**config.mk**
```make
export PLATFORM = sky130hd
export DESIGN_NAME = console_bridge
export DESIGN_NICKNAME = d
export VERILOG_FILES = /design/src/rtl/console_bridge_pkg.sv /design/src/rtl/bridge_fifo.sv /design/src/rtl/console_bridge.sv
export SDC_FILE = /design/constraint.sdc
export NUM_CORES = 1
export LEC_CHECK = 0
export CORE_MARGIN = 1.5
export CORE_UTILIZATION = 60
export DETAILED_ROUTE_END_ITERATION = 8
export PLACE_DENSITY = 0.79
export SETUP_SLACK_MARGIN = 0.5
export SYNTH_ARGS = -nofsm -noshare
export SYNTH_HDL_FRONTEND = slang
export SYNTH_SLANG_ARGS = --single-unit
```
**constraint.sdc**
```tcl
create_clock -name clk -period 3.3 [get_ports clk]
set_clock_uncertainty 0.2 [all_clocks]
set_input_delay 0.66 -clock clk [delete_from_list [all_inputs] [get_ports clk]]
set_output_delay 0.66 -clock clk [all_outputs]
set_load 0.01 [all_outputs]
```
**src/rtl/console_bridge_pkg.sv**
```systemverilog
// Shared encodings for console_bridge: TX FSM states and the newline byte
// used by the optional line-buffered receive mode.
package console_bridge_pkg;

  typedef enum logic [1:0] {
    TX_IDLE  = 2'd0,
    TX_START = 2'd1,
    TX_BUSY  = 2'd2
  } tx_state_e;

  localparam logic [7:0] NEWLINE = 8'h0A;

endpackage

```
**src/rtl/bridge_fifo.sv**
```systemverilog
// Byte FIFO with first-word-fall-through head, occupancy level 0..DEPTH and
// pointer wrap modulo DEPTH (DEPTH must be a power of two, >= 2).
module bridge_fifo #(
  parameter int DEPTH = 16
) (
  input  logic                   clk,
  input  logic                   rst_n,
  input  logic                   i_push,
  input  logic [7:0]             i_data,
  input  logic                   i_pop,
  output logic [7:0]             o_head,
  output logic                   o_full,
  output logic                   o_empty,
  output logic [$clog2(DEPTH):0] o_level
);

  localparam int AW = $clog2(DEPTH);
  localparam logic [AW:0] FULL_LEVEL = (AW+1)'(DEPTH);

  logic [7:0]    r_mem [DEPTH];
  logic [AW-1:0] r_wr_ptr;
  logic [AW-1:0] r_rd_ptr;
  logic [AW:0]   r_level;
  logic          w_wr;
  logic          w_rd;

  assign o_full  = (r_level == FULL_LEVEL);
  assign o_empty = (r_level == '0);
  assign o_level = r_level;
  assign o_head  = r_mem[r_rd_ptr];

  // A pop frees the slot a same-cycle push needs when full; with no
  // bypass, a push into an empty FIFO only shows up on the next cycle.
  assign w_rd = i_pop && !o_empty;
  assign w_wr = i_push && (!o_full || w_rd);

  always_ff @(posedge clk or negedge rst_n) begin
    if (!rst_n) begin
      r_wr_ptr <= '0;
      r_rd_ptr <= '0;
      r_level  <= '0;
    end else begin
      if (w_wr) r_wr_ptr <= r_wr_ptr + 1'b1;
      if (w_rd) r_rd_ptr <= r_rd_ptr + 1'b1;
      if (w_wr && !w_rd) begin
        r_level <= r_level + 1'b1;
      end else if (!w_wr && w_rd) begin
        r_level <= r_level - 1'b1;
      end
    end
  end

  always_ff @(posedge clk) begin
    if (w_wr) r_mem[r_wr_ptr] <= i_data;
  end

endmodule

```
**src/rtl/console_bridge.sv**
```systemverilog
// Buffered byte bridge between a UART and a host valid/ready byte stream.
// Optional line-buffered RX mode: define CONSOLE_BRIDGE_LINE_BUF_EN.
module console_bridge
  import console_bridge_pkg::*;
#(
  parameter int RX_DEPTH = 16,
  parameter int TX_DEPTH = 16
) (
  input  logic                      clk,
  input  logic                      rst_n,
  input  logic                      uart_rdy,
  input  logic [7:0]                uart_dout,
  output logic                      uart_rdy_clr,
  input  logic                      uart_tx_busy,
  output logic                      uart_wr_en,
  output logic [7:0]                uart_din,
  output logic [7:0]                rx_data,
  output logic                      rx_valid,
  input  logic                      rx_ready,
  input  logic [7:0]                tx_data,
  input  logic                      tx_valid,
  output logic                      tx_ready,
  output logic                      rx_overflow,
  input  logic                      overflow_clr,
  output logic [$clog2(RX_DEPTH):0] rx_level,
  output logic [$clog2(TX_DEPTH):0] tx_level,
  output logic [1:0]                dbg_tx_state
);

  // Host handshakes: a byte moves exactly on a cycle where valid && ready
  // are both high at the rising edge; valid never depends on ready.

  logic       r_rdy_clr;
  logic       r_rx_push;
  logic [7:0] r_rx_byte;
  logic       r_overflow;
  logic       w_capture;
  logic       w_rx_pop;
  logic       w_rx_wr_ok;
  logic       w_rx_full;
  logic       w_rx_empty;

  assign w_capture = uart_rdy && !r_rdy_clr;

  always_ff @(posedge clk or negedge rst_n) begin
    if (!rst_n) begin
      r_rdy_clr <= 1'b0;
      r_rx_push <= 1'b0;
      r_rx_byte <= '0;
    end else begin
      r_rdy_clr <= w_capture;
      r_rx_push <= w_capture;
      if (w_capture) r_rx_byte <= uart_dout;
    end
  end

  bridge_fifo #(.DEPTH(RX_DEPTH)) u_rx_fifo (
    .clk     (clk),
    .rst_n   (rst_n),
    .i_push  (r_rx_push),
    .i_data  (r_rx_byte),
    .i_pop   (w_rx_pop),
    .o_head  (rx_data),
    .o_full  (w_rx_full),
    .o_empty (w_rx_empty),
    .o_level (rx_level)
  );

  assign w_rx_pop   = rx_valid && rx_ready;
  assign w_rx_wr_ok = r_rx_push && (!w_rx_full || w_rx_pop);

  always_ff @(posedge clk or negedge rst_n) begin
    if (!rst_n) begin
      r_overflow <= 1'b0;
    end else if (r_rx_push && !w_rx_wr_ok) begin
      r_overflow <= 1'b1;
    end else if (overflow_clr) begin
      r_overflow <= 1'b0;
    end
  end

`ifdef CONSOLE_BRIDGE_LINE_BUF_EN
  logic [$clog2(RX_DEPTH):0] r_nl_count;
  logic                      w_nl_in;
  logic                      w_nl_out;

  assign w_nl_in  = w_rx_wr_ok && (r_rx_byte == NEWLINE);
  assign w_nl_out = w_rx_pop && (rx_data == NEWLINE);

  always_ff @(posedge clk or negedge rst_n) begin
    if (!rst_n) begin
      r_nl_count <= '0;
    end else if (w_nl_in && !w_nl_out) begin
      r_nl_count <= r_nl_count + 1'b1;
    end else if (!w_nl_in && w_nl_out) begin
      r_nl_count <= r_nl_count - 1'b1;
    end
  end

  // Release bytes only once a full line is held, or when a full FIFO
  // would otherwise deadlock waiting for a newline.
  assign rx_valid = !w_rx_empty && ((r_nl_count != '0) || w_rx_full);
`else
  assign rx_valid = !w_rx_empty;
`endif

  tx_state_e  r_state;
  tx_state_e  w_next;
  logic       w_tx_pop;
  logic       w_tx_full;
  logic       w_tx_empty;
  logic [7:0] w_tx_head;
  logic       r_wr_en;
  logic [7:0] r_uart_din;

  assign tx_ready = !w_tx_full;

  bridge_fifo #(.DEPTH(TX_DEPTH)) u_tx_fifo (
    .clk     (clk),
    .rst_n   (rst_n),
    .i_push  (tx_valid && tx_ready),
    .i_data  (tx_data),
    .i_pop   (w_tx_pop),
    .o_head  (w_tx_head),
    .o_full  (w_tx_full),
    .o_empty (w_tx_empty),
    .o_level (tx_level)
  );

  always_comb begin
    w_next   = r_state;
    w_tx_pop = 1'b0;
    case (r_state)
      TX_IDLE: begin
        if (!w_tx_empty && !uart_tx_busy) begin
          w_tx_pop = 1'b1;
          w_next   = TX_START;
        end
      end
      TX_START: if (uart_tx_busy) w_next = TX_BUSY;
      TX_BUSY:  if (!uart_tx_busy) w_next = TX_IDLE;
      default:  w_next = TX_IDLE;
    endcase
  end

  always_ff @(posedge clk or negedge rst_n) begin
    if (!rst_n) begin
      r_state    <= TX_IDLE;
      r_wr_en    <= 1'b0;
      r_uart_din <= '0;
    end else begin
      r_state <= w_next;
      r_wr_en <= (w_next == TX_START);
      if (w_tx_pop) r_uart_din <= w_tx_head;
    end
  end

  assign uart_rdy_clr = r_rdy_clr;
  assign uart_wr_en   = r_wr_en;
  assign uart_din     = r_uart_din;
  assign rx_overflow  = r_overflow;
  assign dbg_tx_state = r_state;

endmodule

```
==> results.txt, run 1 <==
The flow ran to the end, but the final reports show violations. The checks that failed: negative setup slack. The power per cell area is 898.1 nW/um^2, and the synthesis warning total is 0. The number of antenna diodes in the final layout is 0. For this run, the share of the core covered by cells in the final layout is 73.96%. Maximum number of pins on one net before global-route repair: 37. TritonCTS built the clock tree. Count of flip-flops with a built-in enable after synthesis: 256. The final layout net count is 766. After synthesis, flip-flops and latches occupy 72.72% of the total area. The final critical path takes up 100.4% of the cycle. When the netlist entered floorplanning its net count stood at 645. For the reported leakage power, the log shows 0.005057 uW. The highest-delay cell along the critical path is sky130_fd_sc_hd__mux4_2. Based on the critical path, the design can be clocked at up to 0.3019 GHz.

The first global-routing pass estimated 39,920 um of wire. Global routing consumed, over all layers together, 25.66% of the routing resources. The initial utilization of the core area, before any placement, comes to 61.82%. Of the post-synthesis cell area, the part taken by muxes is 15.82%. In the final timing run, aggregate negative setup slack is -0.01281 ns.

Dividing the detail-routed wire length by the instance count gives 26.22 um. For the pin with the worst max-slew slack, the measured transition is 0.9523 ns. Among cell families on the critical path, the largest total delay comes from multiplexers.

The via count of the routed design is 6,337, and the initial antenna violation count is 0. The core region is 19,720 um^2. The logs give 6,663 for the number of global-route vias before repair and 2.44 ns for the required time at the worst-slack endpoint.

Compared with the post-synthesis result, the final layout area differs by 19.64%. CTS saw 303 sinks. In this run the remaining antenna-violating nets after routing total 0.

The largest fanout of any net on the critical path was 6; the maximum level of the CTS H-tree was 1. Of the total synthesized cell area, the portion taken by full adders, half adders and majority gates is 2.176%. The simple logic cell fraction of the synthesized area is 3.244%. The die covers 21,180 um^2. The global route total overflow was 0. Worst setup margin: -0.01281 ns. Before antenna repair, the detailed router went through 5 iterations. The maximum vdd drop is 0.5799 mV, and the share of synthesized registers carrying an async set or reset is 15.51%.

The run gives 43 as the count of different cell masters after synthesis. Post-synthesis share of cell area spent on xor and xnor gates: 1.509%. Buffers placed on the I/O ports in this run total 55. The number of hold-slack violations in the final timing report was 0; the register clock-pin slew on the reported worst setup and hold paths was 0.07 ns. The most frequent standard cell in the layout excluding fill and tap cells was sky130_fd_sc_hd__edfxtp_1.

STA classifies the critical path endpoint as an output pin. The worst setup path is launched from a flip-flop. Mean instance size in the synthesized netlist: 20.25 um^2. The DRC violation count after routing is 0.

TritonCTS created 29 clock buffers. After the first detailed-routing iteration, the DRC count stood at 613. The worst setup path is of the flip-flop to output pin kind.

The logs give 2.45 ns for the arrival time reported for the critical path endpoint and 15,300 um for the post-detailed-placement half-perimeter wirelength. The root buffer cell chosen for the clock tree is sky130_fd_sc_hd__clkbuf_16. The tools report the maximum buffer depth of the clock tree as 3.

Pin placement for this block handled 56 I/O pins. Setup repair after global routing could not meet its margin everywhere. The flip-flop cell with the highest count after synthesis is sky130_fd_sc_hd__edfxtp_1. The number of setup violations in the final report came out at 1. The synthesized netlist devotes 2.402% of its cell area to compound gates. Synthesis produced 602 cells. Using the TritonRoute via totals, the vias-per-cell ratio works out to 6.268.

The synthesized netlist occupies a cell area of 12,190 um^2. The dominant combinational cell family by area after synthesis is multiplexers. From bottom edge to top edge, the die measures 145.5 um.

In this run the horizontal extent of the chip is 145.5 um. The delay contributed by the slowest stage of the critical path works out to 0.49 ns. The floorplan has 51 rows.

The path class of the tightest hold or removal check is input pin to async pin. The later pin in the worst-skew pair is clocked with a latency of 0.54 ns. The routed design could run at a clock period as short as 3.313 ns. The run gives 36.51% as the headroom to the max-slew limit. Across the run, the number of max-cap violations was 0. Traced cell by cell, the critical path runs through buf_12 -> buf_12 -> buf_6 -> mux4_2 -> mux4_2 -> buf_6. The number of pins exceeding their max-slew limit in the final report came out at 0. The final layout contains routed wiring with a total length of 26,510 um. The library cells used most frequently in the layout, excluding fill and tap cells, are sky130_fd_sc_hd__edfxtp_1, sky130_fd_sc_hd__mux4_2, sky130_fd_sc_hd__buf_4, sky130_fd_sc_hd__clkdlybuf4s50_1, sky130_fd_sc_hd__dfrtp_1. The post-route netlist has 32.17% of its cells at a drive strength greater than 1.

The congestion estimate from routability-driven global placement came to 0.8229. The number of buffers and inverters on the critical path is 4. In this run, synthesis produced a sequential element count of 303.
[metrics by stage]
| step | hold slack, ns | std cells | cell area [um^2] | total power [uW] | worst slack (ns) |
|---|---|---|---|---|---|
| after global routing | 0.07956 | 1011 | 14580 | 13580 | -0.05953 |
| after global placement | 0.3160 | 933 | 13270 | 8801 | 0.1907 |
| final | 0.01432 | 1011 | 14580 | 13100 | -0.01281 |
| after CTS | 0.03368 | 1009 | 14560 | 13050 | -0.01478 |
| after floorplan | 0.1644 | 602 | 12240 | 7715 | 0.4590 |
| after detailed placement | 0.3288 | 933 | 13270 | 8977 | 0.1331 |
[power breakdown]
part	total (uW)	switching, uW	internal (uW)
clock network	3640	1410	2230
registers	5350	619	4730
logic	4110	1810	2300
[worst paths after layout]
path / depth (start not counted) / start / end / slack (ns)
max: 6 / u_rx_fifo.r_rd_ptr[0] / rx_data[1] / -0.01
min: 1 / rst_n / u_rx_fifo.r_rd_ptr[2] / 0.01
max reg2reg: 10 / u_rx_fifo.o_level[2] / u_rx_fifo.o_level[4] / 0.52
min reg2reg: 2 / rx_overflow / rx_overflow / 0.36
max in group asynchronous: 2 / rst_n / u_tx_fifo.r_wr_ptr[2] / 2.18
min in group clk: 2 / rx_overflow / rx_overflow / 0.36
[state kept, by name, summed over array words and instances (netlist names)]
name,flops
dbg_tx_state,2
r_rx_byte,8
u_tx_fifo.r_wr_ptr,4
r_rx_push,1
u_tx_fifo.o_level,5
u_rx_fifo.r_mem,128
u_rx_fifo.r_wr_ptr,4
uart_din,8
rx_overflow,1
u_tx_fifo.r_rd_ptr,4
u_rx_fifo.o_level,5
u_rx_fifo.r_rd_ptr,4
uart_wr_en,1
u_tx_fifo.r_mem,128
[timing repair]
action	4_1_cts	5_1_grt
resized for setup	73	8
setup buffers	19	2
pin swaps	7	8
cloned	3	0
hold buffers	0	0
setup endpoints to repair	13	12
[Yosys cell counts, types with 4 or more instances]
library cell | n | area share (%)
sky130_fd_sc_hd__mux2i_1 | 10 | 0.82
sky130_fd_sc_hd__mux4_1 | 19 | 4.1
sky130_fd_sc_hd__mux4_2 | 53 | 9.8
sky130_fd_sc_hd__a21o_1 | 4 | 0.25
sky130_fd_sc_hd__nor3_1 | 11 | 0.45
sky130_fd_sc_hd__and2_1 | 6 | 0.31
sky130_fd_sc_hd__o21ai_0 | 6 | 0.25
sky130_fd_sc_hd__a221oi_2 | 8 | 0.99
sky130_fd_sc_hd__xnor2_1 | 16 | 1.1
sky130_fd_sc_hd__xor2_1 | 5 | 0.36
sky130_fd_sc_hd__dfrtp_1 | 47 | 9.6
sky130_fd_sc_hd__nor2_1 | 28 | 0.86
sky130_fd_sc_hd__nand4_1 | 4 | 0.21
sky130_fd_sc_hd__clkbuf_1 | 12 | 0.37
sky130_fd_sc_hd__nand2b_1 | 4 | 0.21
sky130_fd_sc_hd__mux2_2 | 12 | 1.1
sky130_fd_sc_hd__nor4_1 | 5 | 0.26
sky130_fd_sc_hd__edfxtp_1 | 256 | 63
sky130_fd_sc_hd__nand2_1 | 15 | 0.46
sky130_fd_sc_hd__ha_1 | 18 | 1.8
sky130_fd_sc_hd__buf_2 | 6 | 0.25
sky130_fd_sc_hd__o22ai_1 | 8 | 0.41
sky130_fd_sc_hd__inv_1 | 15 | 0.46
sky130_fd_sc_hd__a21oi_1 | 4 | 0.16
sky130_fd_sc_hd__buf_4 | 5 | 0.31
[routing by layer]
metal  vias up  GRT usage, %  routed length (um)
met1      3264         36.40               10660
li1       2663             -                   -
met3        53         4.263                2065
met2       357         41.71               13070
met5         -             0                   0
met4         0         8.010                 710
[layout make-up]
cell class,instances,area [um^2]
multi-input cells,251,3082
clock buffers,36,782.0
fillers,1052,5135
well taps,265,331.6
inverters,16,70.07
flip-flops and latches,303,8870
repair buffers,122,1174
clock inverters,18,274.0
[logic make-up after synthesis]
logic type      after synthesis
flops                       303
compound gates               35
mux                          94
simple gates                 81
fa+ha+maj                    20
buf+inv                      48
xor+xnor                     21
[worst reg2reg max path, stage by stage (launching register included)]
cell,delay [ns]
sky130_fd_sc_hd__dfrtp_1,0.39
sky130_fd_sc_hd__or4_4,0.57
sky130_fd_sc_hd__o21a_1,0.24
sky130_fd_sc_hd__inv_2,0.07
sky130_fd_sc_hd__ha_4,0.15
sky130_fd_sc_hd__inv_6,0.05
sky130_fd_sc_hd__fa_2,0.35
sky130_fd_sc_hd__a21o_1,0.18
sky130_fd_sc_hd__a21oi_2,0.13
sky130_fd_sc_hd__mux2i_1,0.23
sky130_fd_sc_hd__xnor2_1,0.14
(Power assumes the default switching activity.)
==> run 2, diff against run 1 <==
--- a/config.mk
+++ b/config.mk
@@ -5,10 +5,13 @@
 export SDC_FILE = /design/constraint.sdc
 export NUM_CORES = 1
 export LEC_CHECK = 0
+export CELL_PAD_IN_SITES_DETAIL_PLACEMENT = 0
+export CELL_PAD_IN_SITES_GLOBAL_PLACEMENT = 2
 export CORE_MARGIN = 1.5
-export CORE_UTILIZATION = 60
+export CORE_UTILIZATION = 47
+export CTS_CLUSTER_SIZE = 25
 export DETAILED_ROUTE_END_ITERATION = 8
-export PLACE_DENSITY = 0.79
+export PLACE_DENSITY_LB_ADDON = 0.1
 export SETUP_SLACK_MARGIN = 0.5
 export SYNTH_ARGS = -nofsm -noshare
 export SYNTH_HDL_FRONTEND = slang
==> results.txt, run 2 (synthesized netlist as in run 1, its figures left out) <==
The run finished with clean final reports. The maximum level of the CTS H-tree was 1 (unchanged); the portion of total power attributed to the clock network was 26.8% (-1.0 points). The run gives 0 (unchanged) as the number of hold-slack violations in the final timing report.

Most frequent standard cell in the layout excluding fill and tap cells: sky130_fd_sc_hd__edfxtp_1. The first-pass GRT wire length was 38,830 um (-2.7%); the maximum vdd drop was 0.4329 mV (-25%). The library cells used most frequently in the layout, excluding fill and tap cells, are sky130_fd_sc_hd__edfxtp_1, sky130_fd_sc_hd__mux4_2, sky130_fd_sc_hd__buf_4, sky130_fd_sc_hd__clkdlybuf4s50_1, sky130_fd_sc_hd__dfrtp_1.

The latest clock arrival within the worst-skew pair is 0.54 ns (about the same), and the number of antenna-violating nets in the routed design is 0 (unchanged). The global route total overflow came out at 0 (unchanged). The tools report the antenna diode count as 0 (unchanged).

The filler cell count is 1,948 (+85%), and the number of maximum-capacitance constraint violations is 0 (unchanged). The width of the chip came out at 164.0 um (+13%). The number of setup violations in the final report is 0 (-1), and the aggregate global-route resource usage is 19.75% (-5.9 points). The final period demand of the worst path was 3.283 ns (-0.02993 ns); the final layout net count was 764 (-0.26%). The root buffer cell chosen for the clock tree is sky130_fd_sc_hd__clkbuf_16. The required time at the worst-slack endpoint was 2.44 ns (about the same). The power per cell area works out to 875.9 nW/um^2 (-2.5%).

The slew at the pin closest to its max-slew limit is 0.8519 ns (-0.1004 ns), and the fraction of final layout cells sized beyond drive strength 1 is 31.68% (-0.49 points). The routed wire length per instance was 23.58 um (-10%). The TritonCTS sink count is 303 (unchanged). The tools report the DRC violation count after routing as 0 (unchanged).

The worst setup margin came out at 0.01712 ns (+0.02993 ns). The logs give 25,350 um (-4.4%) for the total wire length and 0 (unchanged) for the count of hold buffers inserted by post-cts repair. The largest registers in the layout are u_rx_fifo.r_mem: 128 flops, u_tx_fifo.r_mem: 128 flops. For the area of the core, the log shows 25,330 um^2 (+28%).

Via count of the routed design: 5,935 (-6.3%). For the arrival time reported for the critical path endpoint, the log shows 2.42 ns (-0.03 ns). The worst setup path is of the flip-flop to output pin kind. The violation count after the first detailed-routing iteration is 409 (-33%), and the initial antenna violation count is 0 (unchanged). Setup repair after global routing could not meet its margin everywhere.

Maximum buffer depth of the clock tree: 3 (unchanged). For the worst setup slack before clock tree synthesis, the log shows 0.02612 ns (-0.1069 ns). The sequential group share of total power is 41.2% (+0.4 points), and the top-level port count is 56 (unchanged). The register cell area after layout is 8871 um^2 (about the same), and the total of buffers placed on input and output ports is 55 (unchanged). For the power dissipated by switching net loads, the log shows 3745 uW (-2.3%). The fraction of power spent switching nets is 29.26% (about the same). The post-detailed-placement half-perimeter wirelength is 15,820 um (+3.4%), and the number of placement rows is 58 (+14%).

The tools report the final weighted congestion of routability-driven global placement as 0.7559 (-8.1%). The global-route met2 utilization was 30.88% (-11 points). The tools report the reported leakage power as 0.005033 uW (-0.47%). The number of pins exceeding their max-slew limit in the final report is 0 (unchanged), and the maximum number of pins on one net before global-route repair is 36 (-2.7%). The register clock-pin slew on the reported worst setup and hold paths came out at 0.06 ns (about the same). The cell-internal power is 9054 uW (-2.3%).

Endpoint class of the critical path: an output pin. The run gives 5 (unchanged) as the length of the first detailed-routing pass in iterations. The overall die area is 26,910 um^2 (+27%). The area of the multi-input gates is 3092 um^2 (+0.32%). The run gives 43.21% (+6.7 points) as the headroom to the max-slew limit. The number of buffers created by CTS is 30 (+3.4%), and the period utilization is 99.48% (-0.91 points).

TritonCTS built the clock tree. The global routing stage identified its most utilized layer as met2. The run gives 2.955% (-1.3 points) as the met3 layer usage reported by global route. The power share of the combinational group came out at 32.0% (+0.6 points).

The largest fanout of any net on the critical path is 6 (unchanged), and the average vias per placed instance is 5.521 (-12%). The highest clock rate was 0.3046 GHz (+0.91%). The class of the worst hold path is input pin to async pin. The die span in y is 164.0 um (+13%).

Kind of start point of the critical path: a flip-flop. The worst hold slack across all endpoints is 0.01035 ns (-0.003977 ns), and the global-route track usage on met1 is 29.35% (-7.0 points). The number of global-route vias before repair came out at 6,431 (-3.5%).

The initial core utilization was 48.13% (-14 points); the area growth from synthesis to final layout was 19.88%.
[run 2: cell types whose count changed in the layout (fill, tap and decap cells not counted), sizes merged]
| cell | before | now |
|---|---|---|
| buf | 77 | 75 |
| inv | 18 | 16 |
| bufinv | 7 | 4 |
| clkinv | 8 | 12 |
| clkdlybuf4s15 | 1 | 0 |
| clkbuf | 36 | 39 |
[run 2: layer usage]
metal | vias up | wire length, um
met3 | 34 | 1135
met1 | 3117 | 11710
li1 | 2653 | -
met2 | 131 | 12040
met4 | 0 | 463
met5 | - | 0
[run 2: power groups by stage]
| stage | combinational, uW | sequential [uW] | clock (uW) |
|---|---|---|---|
| final | 4090 | 5270 | 3430 |
| after floorplan | 2630 | 5090 | 0 |
| after global routing | 4410 | 5350 | 3660 |
| after global placement | 3650 | 5350 | 0 |
| after detailed placement | 3700 | 5390 | 0 |
| after CTS | 4030 | 5290 | 3510 |
[run 2: what timing repair did]
| item | CTS | global route |
|---|---|---|
| setup buffers | 11 | 6 |
| pin swaps | 3 | 6 |
| endpoints found under the setup margin | 12 | 13 |
| cloned | 3 | 0 |
| gates resized for setup | 63 | 13 |
[run 2: metrics by stage]
stage	power, uW	instance area, um^2	utilization [%]	setup TNS [ns]	instances
2_1_floorplan	7715	12240	-	0	602
3_3_place_gp	8993	13390	52.85	0	999
3_5_place_dp	9090	13390	52.85	0	999
4_1_cts	12830	14550	57.46	0	1069
5_1_grt	13420	14610	57.70	-0.2161	1075
6_report	12800	14610	57.70	0	1075
[run 2: worst max-delay path: stages, from the launching register on]
cell	delay [ns]
sky130_fd_sc_hd__dfrtp_2	0.41
sky130_fd_sc_hd__buf_6	0.12
sky130_fd_sc_hd__buf_12	0.12
sky130_fd_sc_hd__buf_16	0.14
sky130_fd_sc_hd__mux4_2	0.45
sky130_fd_sc_hd__mux4_2	0.50
sky130_fd_sc_hd__buf_6	0.14
[run 2: worst paths after layout]
check	start	endpoint	slack, ns	cells past startpoint
max	u_rx_fifo.r_rd_ptr[0]	rx_data[2]	0.02	6
min	rst_n	u_tx_fifo.o_level[0]	0.01	1
max reg2reg	u_rx_fifo.o_level[1]	u_rx_fifo.o_level[4]	0.44	10
min reg2reg	rx_overflow	rx_overflow	0.33	2
max in group asynchronous	rst_n	uart_din[1]	2.21	2
min in group clk	rx_overflow	rx_overflow	0.33	2
[run 2: final cells by class]
| class | instances | area share, % |
|---|---|---|
| Tap cell | 330 | 2.826 |
| Inverter | 16 | 0.4624 |
| Multi-Input combinational cell | 251 | 21.16 |
| Clock buffer | 39 | 5.651 |
| Timing Repair Buffer | 119 | 7.937 |
| Sequential cell | 303 | 60.71 |
| Clock inverter | 17 | 1.259 |
==> run 3, diff against run 2 <==
--- a/config.mk
+++ b/config.mk
@@ -7,8 +7,10 @@
 export LEC_CHECK = 0
 export CELL_PAD_IN_SITES_DETAIL_PLACEMENT = 0
 export CELL_PAD_IN_SITES_GLOBAL_PLACEMENT = 2
+export CORE_ASPECT_RATIO = 1.25
 export CORE_MARGIN = 1.5
-export CORE_UTILIZATION = 47
+export CORE_UTILIZATION = 51
+export CTS_CLUSTER_DIAMETER = 40
 export CTS_CLUSTER_SIZE = 25
 export DETAILED_ROUTE_END_ITERATION = 8
 export PLACE_DENSITY_LB_ADDON = 0.1
==> constraint.sdc (replaced) <==
create_clock -name clk -period 4.2 [get_ports clk]
set_clock_uncertainty 0.2 [all_clocks]
set_input_delay 0.84 -clock clk [delete_from_list [all_inputs] [get_ports clk]]
set_output_delay 0.84 -clock clk [all_outputs]
set_load 0.01 [all_outputs]
==> results.txt, run 3 (synthesized netlist as in run 1, its figures left out) <==
The tools report the number of placement rows as 63 (+8.6%). The number of pins exceeding their max-slew limit in the final report is 0 (unchanged), and the top-level port count is 56 (unchanged). Beginning of the critical path: u_rx_fifo.r_rd_ptr[0]. The overall die area is 24,840 um^2 (-7.7%). The arrival time reported for the critical path endpoint was 2.52 ns (+0.10 ns); the post-detailed-placement half-perimeter wirelength was 15,270 um (-3.5%). The worst reg2reg path endpoint was u_rx_fifo.o_level[4]. The TritonCTS sink count is 303 (unchanged), and the power per cell area is 687.9 nW/um^2 (-21%).

The average vias per placed instance works out to 5.753 (+4.2%). The die span in y was 175.8 um (+7.2%). The tools report the initial core utilization as 51.72% (+3.6 points).

The area of the core is 23,570 um^2 (-6.9%), and the fraction of power spent switching nets is 29.79% (+0.53 points). Traced cell by cell, the critical path runs through buf_12 -> buf_16 -> mux4_1 -> mux4_2 -> dlygate4sd2_1. For the number of setup violations in the final report, the log shows 0 (unchanged). The run gives 5,770 (-2.8%) as the via count of the routed design. The power share of the combinational group was 26.7% (-5.3 points). The logs give 0 (unchanged) for the global route total overflow and 1,003 (-6.7%) for the final instance count without filler cells.

The number of logic stages on the critical path including buffering came out at 5 (-1). The tools report the headroom to the max-slew limit as 42.38% (-0.82 points). Highest-delay cell along the critical path: sky130_fd_sc_hd__mux4_1. The delay contributed by the slowest stage of the critical path is 0.55 ns (+0.05 ns). The latest clock arrival within the worst-skew pair is 0.52 ns (-0.02 ns). The worst setup margin is 0.6414 ns (+0.6243 ns).

In this run the worst hold path is classified as input pin to async pin. The top cell types in the final layout, fill and taps aside, are sky130_fd_sc_hd__edfxtp_1, sky130_fd_sc_hd__mux4_2, sky130_fd_sc_hd__clkdlybuf4s50_1, sky130_fd_sc_hd__dfrtp_1, sky130_fd_sc_hd__clkbuf_16. The worst setup slack before clock tree synthesis came out at 0.6049 ns (+0.5787 ns).

For the number of global-route vias before repair, the log shows 6,162 (-4.2%). The run gives 0.004921 uW (-2.2%) as the reported leakage power. The worst setup path is of the flip-flop to output pin kind. The core occupancy in the finished layout was 60.64% (+2.9 points); the final period demand of the worst path was 3.559 ns.

The root buffer cell is sky130_fd_sc_hd__clkbuf_16. TritonCTS built the clock tree. The tools report the sequential group share of total power as 43.1% (+1.9 points). The tools report the worst reg2reg path startpoint as u_rx_fifo.o_level[1]. The worst setup path is captured at an output pin.

The cell-internal power is 6902 uW (-24%), and the maximum number of pins on one net before global-route repair is 36 (unchanged). The tools report the required time at the worst-slack endpoint as 3.16 ns (+0.72 ns). The total of buffers placed on input and output ports is 55 (unchanged), and the maximum vdd drop is 0.5171 mV (+19%). The count of buffer and inverter cells on the critical path was 3 (-1); the final sum of negative setup slack was 0 ns (unchanged). Antenna diode count: 0 (unchanged).

The tools report the portion of total power attributed to the clock network as 30.3% (+3.5 points). The maximum level of the CTS H-tree is 2 (+1). The total placed cells including tap cells is 940 (-5.9%), and the first-pass GRT wire length is 36,570 um (-5.8%). The length of the first detailed-routing pass in iterations is 4 (-1).

The most frequent standard cell in the layout excluding fill and tap cells was sky130_fd_sc_hd__edfxtp_1. The run gives 0 (unchanged) as the number of maximum-capacitance constraint violations. The worst reg2reg path depth is 10 (unchanged), and the number of antenna-violating nets in the routed design is 0 (unchanged). The tools report the maximum buffer depth of the clock tree as 3 (unchanged). After layout, the worst path uses 84.73% of the clock period. From synthesis to final layout, the design area changed by 17.24%. The aggregate global-route resource usage is 20.07% (+0.33 points).

The setup slack of the most critical reg-to-reg path is 0.98 ns (+0.54 ns). The run finished with clean final reports. The largest registers in the layout are u_rx_fifo.r_mem: 128 flops, u_tx_fifo.r_mem: 128 flops. The final weighted congestion of routability-driven global placement is 0.7282 (-3.7%), and the total wire length is 23,670 um (-6.6%). Timing would allow up to 0.2810 GHz. The fraction of final layout cells sized beyond drive strength 1 is 23.35% (-8.3 points). The number of buffers created by CTS was 34 (+13%); the violation count after the first detailed-routing iteration was 278 (-32%). The logs give 0.1306 ns (+0.1202 ns) for the worst hold slack across all endpoints and 0 (unchanged) for the DRC violation count after routing. The number of hold-slack violations in the final timing report is 0 (unchanged). For the filler cell count, the log shows 1,688 (-13%).

Largest fanout of any net on the critical path: 17 (+11). The width of the chip is 141.3 um (-14%), and the initial antenna violation count is 0 (unchanged). STA classifies the critical path startpoint as a flip-flop. The kind of cell with the highest combined delay along the critical path is multiplexers. The slew at the pin closest to its max-slew limit came out at 0.8611 ns (+0.009129 ns).

For the power dissipated by switching net loads, the log shows 2929 uW (-22%). For the final layout net count, the log shows 729 (-4.6%). The routed wire length per instance was 23.60 um (about the same). Setup repair after global routing left no endpoint under its margin. The register clock-pin slew on the reported worst setup and hold paths came out at 0.07 ns (about the same).
-- run 3: cell count changes in the layout (fill, tap and decap cells not counted), moves of 4 or more --
cell                            before  now
sky130_fd_sc_hd__buf_4              52   22
sky130_fd_sc_hd__mux4_1              5   19
sky130_fd_sc_hd__mux4_2             67   53
sky130_fd_sc_hd__buf_6               9    0
sky130_fd_sc_hd__clkinv_2            9    2
sky130_fd_sc_hd__dlygate4sd2_1       0    7
sky130_fd_sc_hd__inv_6               0    5
sky130_fd_sc_hd__buf_12              6    2
sky130_fd_sc_hd__buf_2               5    1
sky130_fd_sc_hd__clkbuf_1            6    2
sky130_fd_sc_hd__clkbuf_16          31   35
-- run 3: how the worst max path moves through the flow --
stage               slack (ns)                    to
global placement          0.74  u_rx_fifo.o_level[4]
global route              0.56            rx_data[5]
finish                    0.64            rx_data[7]
floorplan                 1.13  u_tx_fifo.o_level[4]
CTS                       0.42            rx_data[2]
detailed placement        0.60  u_rx_fifo.o_level[4]
-- run 3: through the flow --
stage                     total power, uW  instance area [um^2]
after floorplan                      6027                 12190
after global placement               6884                 13100
after detailed placement             6960                 13100
after CTS                            9950                 14290
after global routing                10300                 14290
final                                9831                 14290
-- run 3: area by class of cell --
type	instances	area [um^2]	share of cell area (%)
Inverter	16	60.06	0.4202
Multi-Input combinational cell	251	3078	21.54
Clock buffer	39	910.9	6.374
Timing Repair Buffer	80	772.0	5.402
Clock inverter	22	237.7	1.663
Sequential cell	303	8867	62.05
Tap cell	292	365.4	2.556
-- run 3: layer usage --
metal	track usage (%)	vias up	wire length, um
met5	0	-	0
met4	6.814	0	627
met3	3.299	46	765
met2	37.07	113	13190
met1	23.71	3013	9080
li1	-	2598	-
-- run 3: timing repair --
item	CTS	global route
setup buffers	1	0
hold endpoints to repair	0	0
gates resized for setup	8	1
hold buffers	0	0
setup endpoints to repair	8	1
cloned	1	0
-- run 3: power by group through the flow --
stage          combinational (uW)  sequential, uW  clock, uW
2_1_floorplan                2040            3990          0
3_3_place_gp                 2610            4280          0
3_5_place_dp                 2650            4300          0
4_1_cts                      2680            4250       3030
5_1_grt                      2850            4300       3150
6_report                     2620            4230       2970
